==> src/rtl/audio_pdm_tx.sv <==
`default_nettype none
// +--------------------------------------------------------------------------+
// | Module      : audio_pdm_tx                                               |
// | Description : PCM-to-PDM audio transmitter. An 8-bit offset-binary       |
// |               sample stream is buffered in a 4-entry FIFO and converted  |
// |               to a 1-bit PDM stream by a first-order sigma-delta         |
// |               modulator running at clk/CLK_DIV, with OSR PDM bits per    |
// |               sample.                                                    |
// | Revision    : 1.0 - initial release                                      |
// +--------------------------------------------------------------------------+
// | Ports                                                                    |
// |   clk        in   system clock, rising edge                              |
// |   reset      in   synchronous active-low reset                           |
// |   din[7:0]   in   PCM sample, offset binary (0x80 = silence)             |
// |   din_valid  in   producer has a sample on din                           |
// |   din_ready  out  FIFO not full, sample accepted when din_valid is high  |
// |   enable     in   playback enable                                        |
// |   mclk       out  PDM bit clock, high in first half of each bit period   |
// |   ampPWM     out  registered PDM bitstream                                |
// |   ampSD      out  amplifier shutdown-not, registered enable              |
// |   underrun   out  one-cycle pulse: a sample load found the FIFO empty    |
// |   fifo_level out  FIFO occupancy 0..4                                    |
// +--------------------------------------------------------------------------+
module audio_pdm_tx #(
   parameter int CLK_DIV = 50,
   parameter int OSR     = 64
) (
   input  logic       clk,
   input  logic       reset,
   input  logic [7:0] din,
   input  logic       din_valid,
   output logic       din_ready,
   input  logic       enable,
   output logic       mclk,
   output logic       ampPWM,
   output logic       ampSD,
   output logic       underrun,
   output logic [2:0] fifo_level
);

   localparam int               DIV_W      = $clog2(CLK_DIV);
   localparam int               BIT_W      = $clog2(OSR);
   localparam logic [DIV_W-1:0] DIV_LAST   = DIV_W'(CLK_DIV - 1);
   localparam logic [DIV_W-1:0] DIV_HALF   = DIV_W'(CLK_DIV / 2);
   localparam logic [DIV_W-1:0] DIV_ONE    = DIV_W'(1);
   localparam logic [BIT_W-1:0] BIT_LAST   = BIT_W'(OSR - 1);
   localparam logic [BIT_W-1:0] BIT_ONE    = BIT_W'(1);
   localparam logic [2:0]       FIFO_DEPTH = 3'd4;
   localparam logic [7:0]       SILENCE    = 8'h80;

   logic [DIV_W-1:0] div_cnt_q, div_cnt_d;
   logic [BIT_W-1:0] bit_cnt_q, bit_cnt_d;
   logic [7:0]       acc_q, acc_d;
   logic [7:0]       cur_sample_q, cur_sample_d;
   logic [7:0]       fifo_mem_q [4];
   logic [1:0]       wr_ptr_q, wr_ptr_d;
   logic [1:0]       rd_ptr_q, rd_ptr_d;
   logic [2:0]       level_q, level_d;
   logic             ampPWM_q, ampPWM_d;
   logic             ampSD_q;
   logic             mclk_q, mclk_d;
   logic             underrun_q, underrun_d;

   logic             bit_tick;
   logic             sample_load;
   logic             push;
   logic             pop;
   logic [8:0]       sum;

   // Ready depends only on the registered level, so there is no
   // combinational path from din_valid to din_ready.
   assign din_ready  = (level_q < FIFO_DEPTH);
   assign fifo_level = level_q;
   assign mclk       = mclk_q;
   assign ampPWM     = ampPWM_q;
   assign ampSD      = ampSD_q;
   assign underrun   = underrun_q;

   always_comb begin
      bit_tick    = enable && (div_cnt_q == DIV_LAST);
      sample_load = bit_tick && (bit_cnt_q == BIT_LAST);
      push        = din_valid && din_ready;
      // Pop decision uses the pre-push level: a sample pushed into an empty
      // FIFO on a load cycle is not visible to that load.
      pop         = sample_load && (level_q != 3'd0);
      // Modulator step always uses the sample held before any load this cycle.
      sum         = {1'b0, acc_q} + {1'b0, cur_sample_q};

      div_cnt_d    = div_cnt_q;
      bit_cnt_d    = bit_cnt_q;
      acc_d        = acc_q;
      ampPWM_d     = ampPWM_q;
      cur_sample_d = cur_sample_q;
      wr_ptr_d     = wr_ptr_q;
      rd_ptr_d     = rd_ptr_q;
      level_d      = level_q;
      underrun_d   = sample_load && (level_q == 3'd0);

      if (!enable) begin
         div_cnt_d = '0;
         bit_cnt_d = '0;
         acc_d     = 8'd0;
         ampPWM_d  = 1'b0;
      end else begin
         div_cnt_d = (div_cnt_q == DIV_LAST) ? '0 : div_cnt_q + DIV_ONE;
         if (bit_tick) begin
            bit_cnt_d = (bit_cnt_q == BIT_LAST) ? '0 : bit_cnt_q + BIT_ONE;
            acc_d     = sum[7:0];
            ampPWM_d  = sum[8];
         end
      end

      // mclk is registered from the next divider value so it lines up with
      // div_cnt_q: high while the visible phase is in the first half.
      mclk_d = enable && (div_cnt_d < DIV_HALF);

      if (pop) begin
         cur_sample_d = fifo_mem_q[rd_ptr_q];
         rd_ptr_d     = rd_ptr_q + 2'd1;
      end
      if (push) begin
         wr_ptr_d = wr_ptr_q + 2'd1;
      end

      case ({push, pop})
         2'b10:   level_d = level_q + 3'd1;
         2'b01:   level_d = level_q - 3'd1;
         default: level_d = level_q;
      endcase
   end

   always_ff @(posedge clk) begin
      if (!reset) begin
         div_cnt_q    <= '0;
         bit_cnt_q    <= '0;
         acc_q        <= 8'd0;
         cur_sample_q <= SILENCE;
         wr_ptr_q     <= 2'd0;
         rd_ptr_q     <= 2'd0;
         level_q      <= 3'd0;
         ampPWM_q     <= 1'b0;
         ampSD_q      <= 1'b0;
         mclk_q       <= 1'b0;
         underrun_q   <= 1'b0;
      end else begin
         div_cnt_q    <= div_cnt_d;
         bit_cnt_q    <= bit_cnt_d;
         acc_q        <= acc_d;
         cur_sample_q <= cur_sample_d;
         wr_ptr_q     <= wr_ptr_d;
         rd_ptr_q     <= rd_ptr_d;
         level_q      <= level_d;
         ampPWM_q     <= ampPWM_d;
         ampSD_q      <= enable;
         mclk_q       <= mclk_d;
         underrun_q   <= underrun_d;
      end
   end

   // Storage needs no reset: entries are only read after being written,
   // and the pointers/level are cleared by reset.
   always_ff @(posedge clk) begin
      if (push) begin
         fifo_mem_q[wr_ptr_q] <= din;
      end
   end

endmodule
`default_nettype wire

==> config.mk <==
export PLATFORM = sky130hd
export DESIGN_NAME = audio_pdm_tx
export DESIGN_NICKNAME = d
export VERILOG_FILES = /design/src/rtl/audio_pdm_tx.sv
export SDC_FILE = /design/constraint.sdc
export NUM_CORES = 1
export LEC_CHECK = 0
export BUFFER_PORTS_ARGS = -buffer_cell sky130_fd_sc_hd__buf_4
export CAP_MARGIN = 15
export CORE_MARGIN = 2
export CORE_UTILIZATION = 30
export DETAILED_ROUTE_END_ITERATION = 8
export GPL_TIMING_DRIVEN = 1
export PLACE_DENSITY = 0.5
export SLEW_MARGIN = 30
export SYNTH_ARGS = -nofsm -noshare
export SYNTH_HDL_FRONTEND = slang
export SYNTH_SLANG_ARGS = --single-unit
==> constraint.sdc <==
create_clock -name clk -period 5.8 [get_ports clk]
set_input_delay 1.45 -clock clk [delete_from_list [all_inputs] [get_ports clk]]
set_output_delay 1.45 -clock clk [all_outputs]
set_load 0.005 [all_outputs]
Yosys cells after proc, flatten, opt, wreduce, memory -nomap -nowiden
Memory sizes are Yosys's and may differ from the RTL's. A register that Yosys moved wholly into a read port is not among the register bits. Index checks and enable logic that the tools add are counted. W data, S select, Z words.

Input port bits: 12. Bits in registers: 31. Memories: 1. Output and inout bits: 8. Logic and storage cells: 41. Memory bits (writable): 32.

Reduce and logical (&&, ||, !) cells: 11. Equality and inequality tests: 4. Multiplexer cells: 6. $add $sub $neg: 7. $lt $le $gt $ge: 2.

Memories: fifo_mem_q (words 4, bits a word 8, read ports 1, clocked after Yosys merged registers in 1, write ports 1, line 55) `logic [7:0] fifo_mem_q [4];`.

Operator list (count): $mux W6 (3); $add A6 B1 Y6 const B (2); $eq A6 B6 Y1 const B (2); $add A8 B8 Y9 (1); $logic_and A1 B1 Y1 (6); $lt A6 B5 Y1 const B (1); $pmux W3 S2 (1); $add A2 B1 Y2 const B (2); $add A3 B1 Y3 const B (1); $logic_not A3 Y1 (1); $lt A3 B3 Y1 const B (1); $reduce_bool A3 Y1 (1); $sub A3 B1 Y3 const B (1); $eq A2 B1 Y1 const B (1); $eq A2 B2 Y1 const B (1); $mux W1 (2); $reduce_and A2 Y1 (1); $reduce_bool A2 Y1 (1); $logic_not A1 Y1 (1).

Longest topological paths before layout
Gate-level depths: netlist of run 1.

Word-level depth: 6. Gate-level depth with buffers: 14. Gate-level depth less buffers: 12.

Worst setup path after synthesis of run 1
No wires, ideal clock.

Path kind: input to register. Start point: input port enable. End point: register level_q[2], in the netlist fifo_level[2]. Cell stages on the path: 9. Buffers on the path: 0. Required time: 5.730 ns. Slack: 2.654 ns. Arrival time: 3.076 ns. Library setup time: 0.070 ns. Path through: and3_1 and3_1 nor2b_1 ha_1 inv_1 fa_1 xor2_1 or3_1 a21oi_1.

Longest elaborated chain between the ends: 5. Elaborated cells on any way between the ends: 7. Classes of those cells: 2 x eq/ne; 1 x mux; 4 x reduce/logical.

RTL lines: start, declared (line 33) `input logic enable,`; $logic_and A1 B1 Y1 (*) (line 80) `bit_tick = enable && (div_cnt_q == DIV_LAST);`; $logic_and A1 B1 Y1 (*) (line 81) `sample_load = bit_tick && (bit_cnt_q == BIT_LAST);`; $logic_and A1 B1 Y1 (*) (line 85) `pop = sample_load && (level_q != 3'd0);`; named net pop (line 67) `logic pop;`; $eq A2 B1 Y1 / $eq A2 B2 Y1 (equally long branches) (line 125) `case ({push, pop})`; $pmux W3 S2 / $reduce_bool A2 Y1 (equally long branches); end signal, assigned (line 152) `level_q <= level_d;`; end, declared (line 58) `logic [2:0] level_q, level_d;`.

Mark *: on every way through the listed nets, which the timed path passes. The rest lies on a longest branch. A chain may end at the register's enable or synchronous reset.

Final worst setup path of run 1
Start point: register div_cnt_q[0]. End point: register level_q[2], in the netlist fifo_level[2].

Longest elaborated chain between the ends: 6. Elaborated cells on any way between the ends: 8. Classes of those cells: 3 x eq/ne; 1 x mux; 4 x reduce/logical.

RTL lines: start, declared (line 51) `logic [DIV_W-1:0] div_cnt_q, div_cnt_d;`; start signal, assigned (line 146) `div_cnt_q <= div_cnt_d;`; $eq A6 B6 Y1 (*) (line 80); $logic_and A1 B1 Y1 (*) (line 80); $logic_and A1 B1 Y1 (*) (line 81); $logic_and A1 B1 Y1 (*) (line 85); named net pop (line 67); $eq A2 B1 Y1 / $eq A2 B2 Y1 (equally long branches) (line 125); $pmux W3 S2 / $reduce_bool A2 Y1 (equally long branches).

Marked as above.

==> results.py, run 1 <==
metrics = {
    "power": {
        "p_total_mw": 1.002,
        "irDropWorstVdd_uv": 133.4,
        "p_leak_nw": 1.362,
        "p_per_area_nw_per_um2": 267.1,
    },
    "sta": {
        "tightest_slew_ns": 0.8791,
        "fmax_ghz": 0.2775,
        "hold_viol": 0,
        "fin_worst_hold_slack_ns": 0.4619,
        "fin_crit_sh": 0.6213,
        "setup_viol": 0,
        "slew_headroom": 0.4136,
        "slew_viol_final": 0,
        "period_needed_ns": 3.603,
        "rsz0062_at_grt": "false",
        "skew_ns": 0.01405,
        "tns_ns": 0,
    },
    "logic_synthesis": {
        "synth_top_area_share": 0.2905,
        "synthesis.instances": 288,
        "netlist_area_sq_um": 3308,
        "avgSynthCellArea_sq_um": 11.49,
        "yosys.area.top_type": "edfxtp_1",
        "synthFlopType": "dfxtp_1",
        "synth_edf_count": 32,
        "async_reset_ff_frac": 0,
        "ys_seq_area_frac": 0.5265,
        "synth_cell_types": 50,
        "synth_area_leaders": "edfxtp_1 (29%), dfxtp_1 (24%), ha_1 (6.1%)",
        "yosysMostFrequentCell": "dfxtp_1",
        "ys_warn_count": 0,
        "syn-num-nets": 318,
        "yosys-top-cells-count": "dfxtp_1 (39), edfxtp_1 (32), nor2_1 (28)",
        "ys_ff_latch": 71,
    },
    "route": {
        "drt_iter0_markers": 58,
        "viasPerCell": 4.840,
        "wl_per_cell_um": 13.58,
        "vias": 2183,
        "ant_nets": 0,
        "drt_first_pass_iters": 4,
        "totalWireLength_um": 6126,
        "drc": 0,
    },
    "floorplan": {
        "die_x_um": 109.0,
        "die_y_um": 109.0,
        "ios": 20,
        "initial_core_util": 0.3065,
        "die_area_sq_um": 11880,
        "core_sq_um": 10790,
        "rows": 38,
    },
    "setup_path": {
        "rrSetupSlack_ns": 2.20,
        "cp.arrival_ns": 3.87,
        "crit_required_ns": 6.07,
        "start_kind": "flop",
        "end_kind": "flop",
        "cp_max_fo": 17,
        "cp.depth": 11,
        "slowest_stage": "and2_0",
        "path_delay_family": "simple AND/OR/NAND/NOR gates",
        "cp_common_cell": "ha_1",
        "reg2reg_to": "fifo_level[2]",
        "r2r_start": "div_cnt_q[0]",
        "critPathKind": "flop to flop",
        "worstSetupEndpoint": "fifo_level[2]",
        "crit_buf_inv": 1,
        "cp_slowest_stage_delay_ns": 0.73,
        "r2r_cells": 11,
        "crit_chain": "ha_1 -> and3b_2 -> and2_0 -> and3_1 -> nor2b_1 -> ha_1 -> inv_1 -> fa_1 -> xor2_1 -> or3_1 -> a21oi_1",
        "worstSetupStartpoint": "div_cnt_q[0]",
    },
    "clock_tree": {
        "cts_post_setup_buffers_inserted": 0,
        "numCtsBuffers": 9,
        "clk_pin_slew_ns": 0.09,
        "clock_path_buffers": 2,
        "clock_latency_ns": 0.35,
        "cts.sinks": 71,
        "postCtsHoldBufs": 0,
        "cts_tree": "done",
        "cts_root_buffer": "clkbuf_8",
        "cts_htree_levels": 3,
        "cts_resized": 0,
    },
    "cells_and_area": {
        "diodes": 0,
        "nets": 336,
        "design_area_sq_um": 3752,
        "synthToLayoutAreaGrowth_pct": 13.43,
        "stdcell_count": 451,
        "drive_gt1_frac": 0.1801,
    },
    "placed_design": {
        "globalplace.congestion": 0.7857,
        "dp.final_hpwl_um": 4200,
        "port_buffers": 19,
        "placed_area_sq_um": 3550,
        "dp_cells": 435,
    },
    "hold_path": {
        "hp-start": "acc_q[0]",
        "min_path_type": "flop to flop",
        "holdPathStages": 2,
    },
    "global_routing": {
        "grtUsageMet1": 0.1447,
        "grt_busiest_layer": "met2",
        "grt_pass1_wl_um": 10360,
        "gr-usage-all-layers": 0.1145,
        "grt_max_degree": 22,
        "overflow": 0,
        "antenna_found_initial": 0,
        "use_met3": 0.03048,
        "met2_usage": 0.1868,
        "grt_pass1_vias": 2155,
    },
    "status": {
        "outcome": "finished clean",
    },
    "job": {
        "drv_cap": 0,
    },
}
routing by layer:
layer | part of all wire | up-vias
met1 | 0.49 | 1058
li1 | - | 1091
met2 | 0.48 | 27
met5 | 0 | -
met3 | 0.026 | 7
met4 | 0.013 | 0
cells by family (layout without fill, tap and decap cells):
family | after synthesis | in the layout | synth area share
compound gates | 44 | 44 | 0.08510
xor+xnor | 11 | 11 | 0.02912
fa+ha+maj | 18 | 18 | 0.07262
buf+inv | 25 | 48 | 0.04198
flops | 71 | 71 | 0.5265
mux | 16 | 16 | 0.07867
simple gates | 103 | 103 | 0.1660
layout by cell type (no fill, tap or decap), types with 3 or more instances in the layout:
cell and count:
o211ai_1 4, buf_4 21, mux2i_1 8, inv_6 3
and2_1 5, and3_1 4, inv_1 10, o21ai_0 8
xor2_1 7, nor2b_1 4, a21oi_1 17, ha_1 16
mux4_2 8, nand2_1 13, dfxtp_1 39, edfxtp_1 32
nand3_1 14, a211oi_1 4, or3_1 5, nor3_1 9
xnor2_1 4, clkbuf_8 9, nand4_1 6, nor2_1 28
through the flow:
stage,utilization,setup WS (ns)
finish,0.3477,2.197
global route,0.3477,1.926
CTS,0.3477,2.199
detailed placement,0.3289,2.270
global placement,0.3289,2.378
floorplan,-,2.654
how the worst min path moves through the flow:
| stage | end | slack (ns) |
|---|---|---|
| finish | acc_q[0] | 0.46 |
| CTS | acc_q[3] | 0.47 |
| floorplan | acc_q[4] | 0.44 |
| global placement | acc_q[4] | 0.45 |
| global route | acc_q[4] | 0.49 |
| detailed placement | acc_q[4] | 0.46 |
registers in the layout, summed over array words and instances (netlist names), 2 cells and up:
register / count
rd_ptr_q: 2
bit_cnt_q: 6
wr_ptr_q: 2
cur_sample_q: 8
fifo_level: 3
fifo_mem_q: 32
div_cnt_q: 6
acc_q: 8
worst min-delay path, cell delays in order (launching register included):
cell	delay, ns
dfxtp_1	0.32
nand2_1	0.05
a21oi_1	0.05
power breakdown:
group / leakage [nW] / switching [mW] / internal (mW) / total [mW]
Combinational: 0.652 / 0.0278 / 0.0213 / 0.0490
Clock: 0.101 / 0.205 / 0.204 / 0.409
Sequential: 0.609 / 0.00670 / 0.538 / 0.544
Total: 1.36 / 0.240 / 0.762 / 1.00
cell type report:
| cell class | instances | area, sq um |
|---|---|---|
| clock inverters | 7 | 78.83 |
| clock buffers | 9 | 123.9 |
| repair buffers | 21 | 157.7 |
| flip-flops and latches | 71 | 1742 |
| fillers | 1072 | 7041 |
| inverters | 11 | 41.29 |
| multi-input cells | 192 | 1434 |
| well taps | 140 | 175.2 |
No activity file was read; power rests on OpenSTA's default activity.
==> run 2: changes to the inputs <==
==> constraint.sdc (replaced) <==
create_clock -name clk -period 3.4 [get_ports clk]
set_input_delay 0.85 -clock clk [delete_from_list [all_inputs] [get_ports clk]]
set_output_delay 0.85 -clock clk [all_outputs]
set_load 0.005 [all_outputs]
==> results.py, run 2 (same netlist as run 1, synthesis figures left out) <==
metrics = {
    "route": {
        "drc": 0,
        "top_layer_used": "met4",
        "viasPerCell": 4.834,
        "drt_first_pass_iters": 4,
        "dr_wl_met2_um": 3144,
        "wl_per_cell_um": 13.93,
        "wl_met1_um": 2893,
        "ant_nets": 0,
        "totalWireLength_um": 6310,
        "vias": 2190,
        "wl_met3_um": 197,
        "drt_iter0_markers": 44,
    },
    "cells_and_area": {
        "regArea_sq_um": 1742,
        "final_cell_mix": "dfxtp_1 (39), edfxtp_1 (32), nor2_1 (28)",
        "stdcell_count": 453,
        "top_register": "fifo_mem_q",
        "reg.largest.list": "fifo_mem_q (32), acc_q (8), cur_sample_q (8)",
        "synthToLayoutAreaGrowth_pct": 13.20,
        "diodes": 0,
        "final_common_cell": "dfxtp_1",
        "largest_reg_flops": 32,
        "drive_gt1_frac": 0.1853,
        "post-route-util": 0.3470,
        "fill_cells": 1052,
        "nets": 338,
        "multi_input_area_sq_um": 1434,
    },
    "sta": {
        "slew_headroom": 0.5654,
        "fmax_ghz": 0.3440,
        "tightest_slew_ns": 0.6511,
        "fin_crit_sh": 0.8550,
        "tns_ns": 0,
        "worst_slack_ns": 0.4929,
        "skew_ns": 0.006348,
        "period_needed_ns": 2.907,
        "rsz0062_at_grt": "false",
        "hold_viol": 0,
        "slew_viol_final": 0,
        "setup_viol": 0,
    },
    "setup_path": {
        "cp_max_fo": 9,
        "end_kind": "flop",
        "crit_required_ns": 3.67,
        "cp.arrival_ns": 3.18,
        "critPathKind": "flop to flop",
        "start_kind": "flop",
    },
    "floorplan": {
        "die_area_sq_um": 11880,
        "die_y_um": 109.0,
        "die_x_um": 109.0,
        "initial_core_util": 0.3065,
        "core_sq_um": 10790,
        "ios": 20,
        "rows": 38,
    },
    "clock_tree": {
        "cts_resized": 0,
        "clk_pin_slew_ns": 0.08,
        "cts_htree_levels": 3,
        "numCtsBuffers": 9,
        "cts_post_setup_buffers_inserted": 0,
        "cts_tree": "done",
        "clock_latency_ns": 0.34,
        "clock_path_buffers": 2,
        "cts_root_buffer": "clkbuf_8",
        "postCtsHoldBufs": 0,
        "cts.sinks": 71,
    },
    "power": {
        "irDropWorstVdd_uv": 236.8,
        "p_per_area_nw_per_um2": 435.7,
        "p_leak_nw": 1.363,
    },
    "placed_design": {
        "port_buffers": 19,
        "globalplace.congestion": 0.7813,
        "dp.final_hpwl_um": 4313,
        "pre_cts_slack_ns": 0.5503,
        "dp_cells": 437,
    },
    "global_routing": {
        "overflow": 0,
        "grt_pass1_vias": 2222,
        "grt_max_degree": 22,
        "antenna_found_initial": 0,
        "grt_pass1_wl_um": 10830,
        "gr-usage-all-layers": 0.1192,
    },
    "hold_path": {
        "min_path_type": "flop to flop",
    },
    "job": {
        "drv_cap": 0,
    },
    "status": {
        "outcome": "finished clean",
    },
}
run 2: stage by stage:
step	instance area, sq um	power [mW]	hold WS [ns]
6_report	3745	1.632	0.4626
5_1_grt	3745	1.717	0.4799
4_1_cts	3745	1.664	0.4634
3_5_place_dp	3565	1.035	0.4515
3_3_place_gp	3565	1.032	0.4447
2_1_floorplan	3308	0.9949	0.4362
run 2: path summary, 6_finish.rpt:
kind                     start            end  slack, ns  cells past startpoint
hold reg to reg       acc_q[3]       acc_q[3]       0.46                      2
setup / recovery  div_cnt_q[0]  fifo_level[2]       0.49                     11
setup reg to reg  div_cnt_q[0]  fifo_level[2]       0.49                     11
hold / removal        acc_q[3]       acc_q[3]       0.46                      2
run 2: critical path, cell delays in order (launching register included):
cell and delay (ns):
dfxtp_1 0.50, ha_1 0.24, and3b_2 0.28, and2_0 0.18, and3_1 0.20, nor2b_1 0.16, ha_1 0.20, inv_1 0.06
fa_1 0.37, xor2_1 0.16, or3_1 0.32, a21oi_1 0.15
run 2: per-layer routing:
metal,GRT usage,vias to the layer above
met5,0,-
met1,0.1477,1061
met3,0.03168,7
met2,0.1974,31
li1,-,1091
met4,0.04670,0
run 2: final cells by class:
cell class | count | area share
Clock inverter | 7 | 0.01504
Tap cell | 140 | 0.04678
Inverter | 11 | 0.01103
Sequential cell | 71 | 0.4651
Multi-Input combinational cell | 192 | 0.3829
Timing Repair Buffer | 23 | 0.04611
Clock buffer | 9 | 0.03308
run 2: report_power, final:
part,internal (mW),total (mW),switching [mW]
registers,0.917,0.929,0.0117
clock network,0.272,0.620,0.348
logic,0.0363,0.0829,0.0465
total,1.23,1.63,0.406
==> run 3: changes to the inputs <==
--- a/config.mk
+++ b/config.mk
@@ -8,10 +8,11 @@
 export BUFFER_PORTS_ARGS = -buffer_cell sky130_fd_sc_hd__buf_4
 export CAP_MARGIN = 15
 export CORE_MARGIN = 2
-export CORE_UTILIZATION = 30
+export CORE_UTILIZATION = 25
 export DETAILED_ROUTE_END_ITERATION = 8
 export GPL_TIMING_DRIVEN = 1
-export PLACE_DENSITY = 0.5
+export PLACE_DENSITY = 0.45
+export SKIP_LAST_GASP = 1
 export SLEW_MARGIN = 30
 export SYNTH_ARGS = -nofsm -noshare
 export SYNTH_HDL_FRONTEND = slang
==> results.py, run 3 (same netlist as run 1, synthesis figures left out) <==
metrics = {
    "power": {
        "clkPwrFrac": 0.486,
        "irDropWorstVdd_uv": 257.0,
        "p_per_area_nw_per_um2": 503.7,
        "p_total_mw": 1.972,
        "sw_frac_of_total": 0.2240,
        "internal_power_mw": 1.530,
        "pwr-share-comb": 0.042,
        "p_leak_nw": 1.415,
        "p_seq_frac": 0.472,
        "p_switching_mw": 0.4418,
    },
    "route": {
        "drc": 0,
        "wl_met3_um": 215,
        "drt_iter0_markers": 56,
        "wl_met1_um": 3098,
        "viasPerCell": 4.372,
        "wl_per_cell_um": 13.28,
        "vias": 2138,
        "top_layer_used": "met4",
        "drt_first_pass_iters": 4,
        "dr_wl_met2_um": 3101,
        "totalWireLength_um": 6493,
        "ant_nets": 0,
    },
    "global_routing": {
        "antenna_found_initial": 0,
        "grt_pass1_wl_um": 10400,
        "grt_pass1_vias": 2076,
        "gr-usage-all-layers": 0.09528,
        "grt_max_degree": 22,
        "overflow": 0,
    },
    "floorplan": {
        "die_x_um": 119.0,
        "core_sq_um": 13090,
        "die_y_um": 119.0,
        "initial_core_util": 0.2528,
        "die_area_sq_um": 14170,
        "rows": 42,
        "ios": 20,
    },
    "clock_tree": {
        "cts_root_buffer": "clkbuf_16",
        "numCtsBuffers": 9,
        "cts_resized": 0,
        "clock_latency_ns": 0.34,
        "clock_path_buffers": 2,
        "cts.sinks": 71,
        "cts_post_setup_buffers_inserted": 0,
        "cts_htree_levels": 3,
        "cts_tree": "done",
        "postCtsHoldBufs": 0,
        "clk_pin_slew_ns": 0.06,
    },
    "setup_path": {
        "crit_chain": "ha_1 -> and3b_2 -> and2_0 -> and3_1 -> nor2b_1 -> ha_1 -> inv_1 -> fa_1 -> xor2_1 -> or3_1 -> a21oi_1",
        "r2r_start": "div_cnt_q[0]",
        "slowest_stage": "dfxtp_1",
        "r2r_cells": 11,
        "crit_buf_inv": 1,
        "cp_max_fo": 9,
        "path_delay_family": "simple AND/OR/NAND/NOR gates",
        "worstSetupStartpoint": "div_cnt_q[0]",
        "rrSetupSlack_ns": 0.53,
        "end_kind": "flop",
        "cp_common_cell": "ha_1",
        "cp.arrival_ns": 3.13,
        "crit_required_ns": 3.66,
        "critPathKind": "flop to flop",
        "cp_slowest_stage_delay_ns": 0.49,
        "reg2reg_to": "fifo_level[2]",
        "start_kind": "flop",
    },
    "sta": {
        "hold_viol": 0,
        "skew_ns": 0.004915,
        "slew_headroom": 0.5598,
        "setup_viol": 0,
        "slew_viol_final": 0,
        "period_needed_ns": 2.866,
        "rsz0062_at_grt": "false",
        "fmax_ghz": 0.3489,
        "fin_crit_sh": 0.8430,
        "tightest_slew_ns": 0.6593,
        "tns_ns": 0,
    },
    "cells_and_area": {
        "regArea_sq_um": 1742,
        "reg.largest.list": "fifo_mem_q (32), acc_q (8), cur_sample_q (8)",
        "final_common_cell": "dfxtp_1",
        "synthToLayoutAreaGrowth_pct": 18.34,
        "multi_input_area_sq_um": 1434,
        "diodes": 0,
        "top_register": "fifo_mem_q",
        "nets": 338,
        "fill_cells": 1345,
        "drive_gt1_frac": 0.1853,
        "final_cell_mix": "dfxtp_1 (39), edfxtp_1 (32), nor2_1 (28)",
        "largest_reg_flops": 32,
    },
    "placed_design": {
        "port_buffers": 19,
        "dp.final_hpwl_um": 4430,
        "globalplace.congestion": 0.7542,
    },
    "hold_path": {
        "hold_end": "acc_q[4]",
        "hp-start": "acc_q[4]",
        "holdPathStages": 2,
        "min_path_type": "flop to flop",
    },
    "job": {
        "drv_cap": 0,
    },
    "status": {
        "outcome": "finished clean",
    },
}
-- run 3: worst max-delay path by stage --
stage | to | cells past startpoint
after floorplan | fifo_level[2] | 13
after global placement | fifo_level[2] | 10
after detailed placement | fifo_level[2] | 10
after CTS | fifo_level[2] | 11
after global routing | fifo_level[2] | 11
final | fifo_level[2] | 11
-- run 3: final cells by class --
cell class	instances	area share
clock inverter	7	0.02045
multi-input combinational	192	0.3663
tap	176	0.05625
sequential	71	0.4449
inverter	11	0.01055
clock buffer	9	0.05753
timing repair buffer	23	0.04410
-- run 3: layer usage --
metal / global-route usage / up-vias
met5: 0 / -
met4: 0.03795 / 0
met3: 0.03640 / 7
met2: 0.1530 / 23
met1: 0.1149 / 1015
li1: - / 1093
-- run 3: power by group through the flow --
stage / sequential (mW) / combinational, mW / clock, mW
floorplan: 0.946 / 0.0488 / 0
global placement: 0.948 / 0.0854 / 0
detailed placement: 0.949 / 0.0867 / 0
CTS: 0.930 / 0.0870 / 0.990
global route: 0.932 / 0.0949 / 1.02
finish: 0.930 / 0.0837 / 0.958
-- run 3: tightest hold or removal path, cell delays in order, from the launching register on --
cell     delay (ns)
dfxtp_1        0.31
nand2_1        0.05
a21oi_1        0.05
-- run 3: per-stage QoR --
stage               setup slack [ns]  hold slack (ns)  utilization  area [sq um]  cells
global placement              0.6036           0.4463       0.2759          3610    473
floorplan                     0.6791           0.4362            -          3308    288
detailed placement            0.5597           0.4557       0.2759          3610    473
finish                        0.5336           0.4575       0.2992          3915    489
CTS                           0.5527           0.4639       0.2992          3915    489
global route                  0.3436           0.4876       0.2992          3915    489
